[config.mk]
export PLATFORM = sky130hd
export DESIGN_NAME = debounce_click
export DESIGN_NICKNAME = d
export VERILOG_FILES = /design/src/rtl/debounce_click_pkg.sv /design/src/rtl/debounce_click_sincronizador.sv /design/src/rtl/debounce_click.sv
export SDC_FILE = /design/constraint.sdc
export NUM_CORES = 1
export LEC_CHECK = 0
export BUFFER_PORTS_ARGS = -buffer_cell sky130_fd_sc_hd__buf_2
export CAP_MARGIN = 10
export CORE_UTILIZATION = 53
export DETAILED_ROUTE_END_ITERATION = 16
export PLACE_DENSITY = 0.7
export SETUP_SLACK_MARGIN = 0.15
export SYNTH_ARGS = -nofsm -noshare
export SYNTH_HDL_FRONTEND = slang
export SYNTH_SLANG_ARGS = --single-unit
[constraint.sdc]
create_clock -name clk -period 2.9 [get_ports clk]
set_input_delay 0.29 -clock clk [delete_from_list [all_inputs] [get_ports clk]]
set_output_delay 0.29 -clock clk [all_outputs]
set_load 0.05 [all_outputs]
[src/rtl/debounce_click_pkg.sv]
// Shared definitions for the button debouncer: sync depth, FSM state encoding, polarity helper.
package debounce_click_pkg;

  localparam int SYNC_STAGES = 2;

  typedef enum logic [1:0] {
    IDLE         = 2'd0,
    PRESS_WAIT   = 2'd1,
    PRESSED      = 2'd2,
    RELEASE_WAIT = 2'd3
  } state_t;

  function automatic logic normalise(input logic raw, input bit active_low);
    return active_low ? ~raw : raw;
  endfunction

endpackage

[src/rtl/debounce_click_sincronizador.sv]
// Generic multi-flop synchronizer for asynchronous pins; latency STAGES edges, no flow control.
module sincronizador #(
  parameter int               WIDTH     = 1,
  parameter int               STAGES    = debounce_click_pkg::SYNC_STAGES,
  parameter logic [WIDTH-1:0] RESET_VAL = '0
) (
  input  logic             clk,
  input  logic             reset,
  input  logic [WIDTH-1:0] d,
  output logic [WIDTH-1:0] q
);

  logic [STAGES-1:0][WIDTH-1:0] stage;

  always_ff @(posedge clk or negedge reset) begin
    if (!reset) begin
      stage <= {STAGES{RESET_VAL}};
    end else begin
      stage <= {stage[STAGES-2:0], d};
    end
  end

  assign q = stage[STAGES-1];

endmodule

[src/rtl/debounce_click.sv]
// Push-button debouncer: emits registered click/solto pulses and a debounced level.
// Press or release is accepted DEBOUNCE_CYCLES+2 edges after the pin settles; no flow control.
module debounce_click
  import debounce_click_pkg::*;
#(
  parameter int DEBOUNCE_CYCLES = 500000,
  parameter bit BTN_ACTIVE_LOW  = 1'b1
) (
  input  logic clk,
  input  logic reset,
  input  logic botao,
  output logic click,
  output logic solto,
  output logic nivel
);

  localparam int CNT_W = $clog2(DEBOUNCE_CYCLES);
  localparam logic [CNT_W-1:0] CNT_LAST = CNT_W'(DEBOUNCE_CYCLES - 1);

  generate
    if (DEBOUNCE_CYCLES < 2) begin : g_bad_cycles
      $error("debounce_click: DEBOUNCE_CYCLES must be >= 2");
    end
  endgenerate

  logic       raw_sync;
  logic       pressed;
  state_t     state;
  logic [CNT_W-1:0] cnt;

  // Reset value is the raw idle level so a held button is seen as a fresh press.
  sincronizador #(
    .WIDTH    (1),
    .STAGES   (SYNC_STAGES),
    .RESET_VAL(1'(BTN_ACTIVE_LOW))
  ) u_sync (
    .clk  (clk),
    .reset(reset),
    .d    (botao),
    .q    (raw_sync)
  );

  assign pressed = normalise(raw_sync, BTN_ACTIVE_LOW);

  always_ff @(posedge clk or negedge reset) begin
    if (!reset) begin
      state <= IDLE;
      cnt   <= '0;
      click <= 1'b0;
      solto <= 1'b0;
      nivel <= 1'b0;
    end else begin
      click <= 1'b0;
      solto <= 1'b0;
      case (state)
        IDLE: begin
          if (pressed) begin
            state <= PRESS_WAIT;
            cnt   <= CNT_W'(1);
          end
        end
        PRESS_WAIT: begin
          if (!pressed) begin
            state <= IDLE;
            cnt   <= '0;
          end else if (cnt == CNT_LAST) begin
            state <= PRESSED;
            cnt   <= '0;
            click <= 1'b1;
            nivel <= 1'b1;
          end else begin
            cnt <= cnt + CNT_W'(1);
          end
        end
        PRESSED: begin
          if (!pressed) begin
            state <= RELEASE_WAIT;
            cnt   <= CNT_W'(1);
          end
        end
        RELEASE_WAIT: begin
          if (pressed) begin
            state <= PRESSED;
            cnt   <= '0;
          end else if (cnt == CNT_LAST) begin
            state <= IDLE;
            cnt   <= '0;
            solto <= 1'b1;
            nivel <= 1'b0;
          end else begin
            cnt <= cnt + CNT_W'(1);
          end
        end
        default: begin
          state <= IDLE;
          cnt   <= '0;
        end
      endcase
    end
  end

endmodule

# Yosys cells after proc, flatten, opt, wreduce, memory -nomap -nowiden
# Cells that the tools add are included.
# Widths: inputs -> output; s select.
[totals]
inputBits = 3
output_inout_bits = 3
word_cells = 48
register_bits = 26
[classes]
add_sub_neg = 1
n_eq_ne = 12
n_mux = 23
reduce_logical = 5
[ops]
columns = ["cell", "count"]
rows = [
  ["$mux 19", 5],
  ["$pmux 19 s4", 1],
  ["$add 19x1->19 const B", 1],
  ["$eq 19x19->1 const B", 1],
  ["$mux 2", 6],
  ["$mux 1", 9],
  ["$ne 2x2->1 const B", 4],
  ["$pmux 2 s4", 1],
  ["$reduce_and 5->1", 1],
  ["$eq 2x2->1 const B", 2],
  ["$ne 2x1->1 const B", 2],
  ["$reduce_and 4->1", 1],
  ["$ne 3x2->1 const B", 1],
  ["$ne 3x3->1 const B", 1],
  ["$eq 2x1->1 const B", 1],
  ["$logic_not 2->1", 1],
  ["$pmux 1 s2", 1],
  ["$reduce_and 2->1", 1],
  ["$reduce_bool 2->1", 1],
]

# Longest topological paths before layout
[depth]
word_depth = 4
mapped_depth = 7
ltp_nobuf = 6

# By module
# A second synthesis with hierarchy kept.
[hier_totals]
cells_unflattened = 155
area_unflattened_um2 = 1398.8
[modules_own_cells]
columns = ["mod", "area_per_inst_um2", "n_inst", "cells_per_inst", "seq_area_each_um2"]
rows = [
  ["debounce_click", 1346.3, 1, 153, 600.6],
  ["sincronizador", 52.6, 1, 2, 52.6],
]

# Worst setup path after synthesis
# No wires, ideal clock.
[synth_timing]
path_kind = "reg2reg"
from = "register cnt[0]"
to = "register cnt[11]"
arrival_ns = 1.816
stages_incl_launch_ff = 8
t_required_ns = 2.782
slack_ns = 0.966
period_less_slack_ns = 1.934
setup_time_ns = 0.118
n_path_buf = 1
cell_sequence = "dfrtp_1 ha_1 and4_2 nand2_4 o41ai_4 buf_6 o21ai_1 a21o_1"
[synth_between]
elab_chain_len = 4
[synth_rtl]
columns = ["element", "line", "rtl"]
rows = [
  ["from (decl)", "debounce_click.sv:29", "logic [CNT_W-1:0] cnt;"],
  ["from (signal assigned)", "debounce_click.sv:72", "cnt <= cnt + CNT_W'(1);"],
  ["from (signal assigned)", "debounce_click.sv:91", "cnt <= cnt + CNT_W'(1);"],
  ["$add 19x1->19 or $eq 19x19->1 (tied branches)", "--", ""],
  ["$mux 19 *", "debounce_click.sv:66, debounce_click.sv:85", ""],
  ["$mux 19, on equally long branches", "debounce_click.sv:82, debounce_click.sv:63", ""],
  ["$pmux 19 s4 *", "debounce_click.sv:55", "case (state)"],
]
# Every way passes the cells marked *; elsewhere a longest branch is shown, timed or not.
# A chain may end at the register's enable or synchronous reset.

# Worst setup path in the final report
[layout_timing]
from = "register cnt[0]"
to = "register cnt[3]"
# Same word-level chain as after synthesis.

==> impl_results.md <==
* Most frequent cell on the critical path: a21o_1
* Hold path endpoint: u_sync.stage[0]$_DFF_PN1_
* Post-detail-place hpwl at 2129 um
* IO Pins at 6
* FF+latch area at roughly 650 sq um
* Layout Nets at between 150 and 200
* GRT Util Overall at between 20 and 25%
* Starting Density at about 57%
* Worst setup EP type: register
* Fillers at between 200 and 250
* Routed vias/inst at about 6.3
* Worst-Skew Late Latency at roughly 0.33 ns
* Commonest non-fill, non-tap cell in the layout: dfrtp_1
* CTS max path bufs at 2
* Main synth FF type: dfrtp_1
* Reg2Reg Depth at 6
* Initial antenna violation count at 0
* # DRC at 0
* RSZ-0062 raised after global routing: no
* Hold/Removal Path Class: in -> reg
* R2R setup slack at roughly 0.75 ns
* CP Class: reg -> reg
* CTS resizes at 0
* Outcome: finished, final reports clean
* Die area at 2910 sq um
* CTS Buf Count at 3
* Avg Inst Size Synth at a little under 10 sq um
* Clock skew at approximately 0.0075 ns
* Final Hold Fails at 0
* VDD IR max at 455.9 uV
* CP peak stage delay at approximately 0.58 ns
* Util after Layout at around three fifths
* Synth warn at 0
* Hold depth at 1
* Share of cells above drive strength 1 at between 10% and 20%
* #FFs+latches synth at 26
* R2r endpoint: cnt[3]$_DFFE_PN0P_
* Req. time, crit path at 3.14 ns
* Clock root buffer: clkbuf_4
* Share of flip-flops with an asynchronous set or reset at 100.0%
* Area occupied by multi-input gates at a little over 700 sq um
* Pwr dens at ~680 nW/um^2
* # diodes at 0
* CTS tree: built
* Setup Fix Bufs, Post-CTS at 0
* Crit share post-route at roughly three quarters
* Min-delay src: botao
* GP Congestion at 0.8752
* Chain of cells forming the critical path: ha_1 -> and4_2 -> nand2_4 -> o41a_1 -> a21o_1 -> a21o_1
* Critical Path Slowest Stage Cell: o41a_1
* Global-route wire length before repair at 4885 um
* Sequential share of the synthesized area at between 40% and 50%
* Synthesized instance count at between 100 and 150
* Post-placement cell area at around 1500 sq um
* LEAKAGE at 0.7054 nW
* Final ANT Viol Nets at 0
* Mapped Area at 1430 sq um
* Largest net degree at the start of global routing at 27
* Design Area, Final at ~1500 sq um
* Slew @ Worst Pin at between 0.8 and 0.9 ns
* Worst-path clk slew at about 0.15 ns
* Post-DR wirelength/cell at 15.78 um
* Core Area at about 2500 sq um
* Clk sinks at 26
* Final count of negative-setup-slack endpoints at 0
* Worst hold slack at 0.03525 ns
* CP Max Fanout at 10
* Die width at about 54 um
* Post-route minimum period at between 2 and 2.5 ns
* Die H at between 50 and 60 um
* PortBufs at 5
* Slew Viols, Final at 0
* Max H-tree Level at 1
* Row Count at 18
* Syn nets at 151
* Max-slew headroom at about 44%
* CP startpoint kind: register
* Initial DRC count at 27
* Total vias in the final route at 1,162
* Post-Route WL at about 2900 um
* GRT overflow at 0
* Post-synth EDFFs at 0
* # hold bufs at CTS at 1
* FMAX at approximately 460 MHz
* P&R area growth vs syn at 7.612%
* Crit path DAT at between 2 and 2.5 ns
* First-pass DRT Iterations at 4
* RR Startpoint: cnt[0]$_DFFE_PN0P_
* Netlist cell types at between 40 and 50
* Number of global-route vias before repair at between 1,000 and 1,500
* Max Cap Viol at 0
* Final setup TNS at 0 ns
* Most frequent cells in the layout: dfrtp_1 (24), nand2_1 (14), nor2_1 (8), o21ai_0 (8), nor4_1 (7)
## flip-flops by register name, indices dropped and copies added, names as in the netlist, named ones only
register / flops
nivel: 1
state: 1
click: 1
u_sync.stage: 1
u_sync.q: 1
cnt: 19
solto: 1
## synth_stat cells (2+ instances only)
cell	count	area share, %
and3_1	3	1.3
o21ai_0	8	2.8
nor2_1	8	2.1
nand4_1	5	2.2
buf_6	2	1.6
and4_2	2	1.4
dfstp_2	2	3.7
mux2_2	2	1.6
inv_1	6	1.6
a21o_1	6	3.1
dfrtp_1	24	42
nor4_1	7	3.1
o41a_1	2	1.6
o31ai_1	2	1.0
nand3_1	6	2.1
or4_1	2	1.0
a21oi_1	5	1.7
xnor2_1	2	1.2
o21ai_1	4	1.4
or3_1	3	1.3
nand2_1	14	3.7
nor3b_1	2	1.0
nor3_1	5	1.7
## cell families after synthesis
kind of cell,Yosys count,synth area share [%]
flip-flops,26,45.67
adder cells (fa/ha/maj),1,0.8748
buffers and inverters,10,3.761
XOR/XNOR,3,1.838
multiplexers,2,1.575
AND/OR/NAND/NOR,68,27.65
AO/OA/AOI/OAI,37,18.64
## how the worst max path moves through the flow
stage | startpoint | end | slack [ns] | cells after the start
4_1_cts | cnt[0]$_DFFE_PN0P_ | cnt[3]$_DFFE_PN0P_ | 0.76 | 6
3_3_place_gp | cnt[0]$_DFFE_PN0P_ | cnt[3]$_DFFE_PN0P_ | 0.86 | 6
2_1_floorplan | cnt[0]$_DFFE_PN0P_ | cnt[11]$_DFFE_PN0P_ | 0.97 | 7
3_5_place_dp | cnt[0]$_DFFE_PN0P_ | cnt[3]$_DFFE_PN0P_ | 0.78 | 6
5_1_grt | cnt[1]$_DFFE_PN0P_ | cnt[13]$_DFFE_PN0P_ | 0.61 | 7
6_report | cnt[0]$_DFFE_PN0P_ | cnt[3]$_DFFE_PN0P_ | 0.75 | 6
## power breakdown
group	total, mW	switching [mW]	internal (mW)
clock	0.254	0.114	0.140
combinational	0.357	0.215	0.142
sequential	0.441	0.0459	0.395
total	1.05	0.375	0.677
## stage by stage
stage          instances  power [mW]  setup slack, ns
6_report             185       1.051           0.7466
5_1_grt              185       1.116           0.6126
4_1_cts              185       1.054           0.7616
3_5_place_dp         180      0.8002           0.7815
3_3_place_gp         180      0.7910           0.8645
2_1_floorplan        147      0.7283           0.9662
## worst max-delay path: cells and delay by family (launching register included)
kind	cells	cell delay, ns
compound gates	3	0.95
flops	1	0.45
fa+ha+maj	1	0.23
simple gates	2	0.43
## routing by layer
metal  routed length, um  global-route usage [%]  up-vias
met2                1373                   37.86       11
met5                   0                       0        -
met3                  49                   2.825        6
met1                1459                   30.58      578
met4                  37                   9.649        0
li1                    -                       -      567
## final cells by class
type / count / area share [%]
clock buffers: 3 / 1.463
inverters: 6 / 1.463
clock inverters: 1 / 1.951
well taps: 30 / 2.439
multi-input cells: 111 / 46.99
flip-flops and latches: 26 / 42.44
repair buffers: 8 / 3.252
Note: power is estimated with default switching activity, not from simulation.
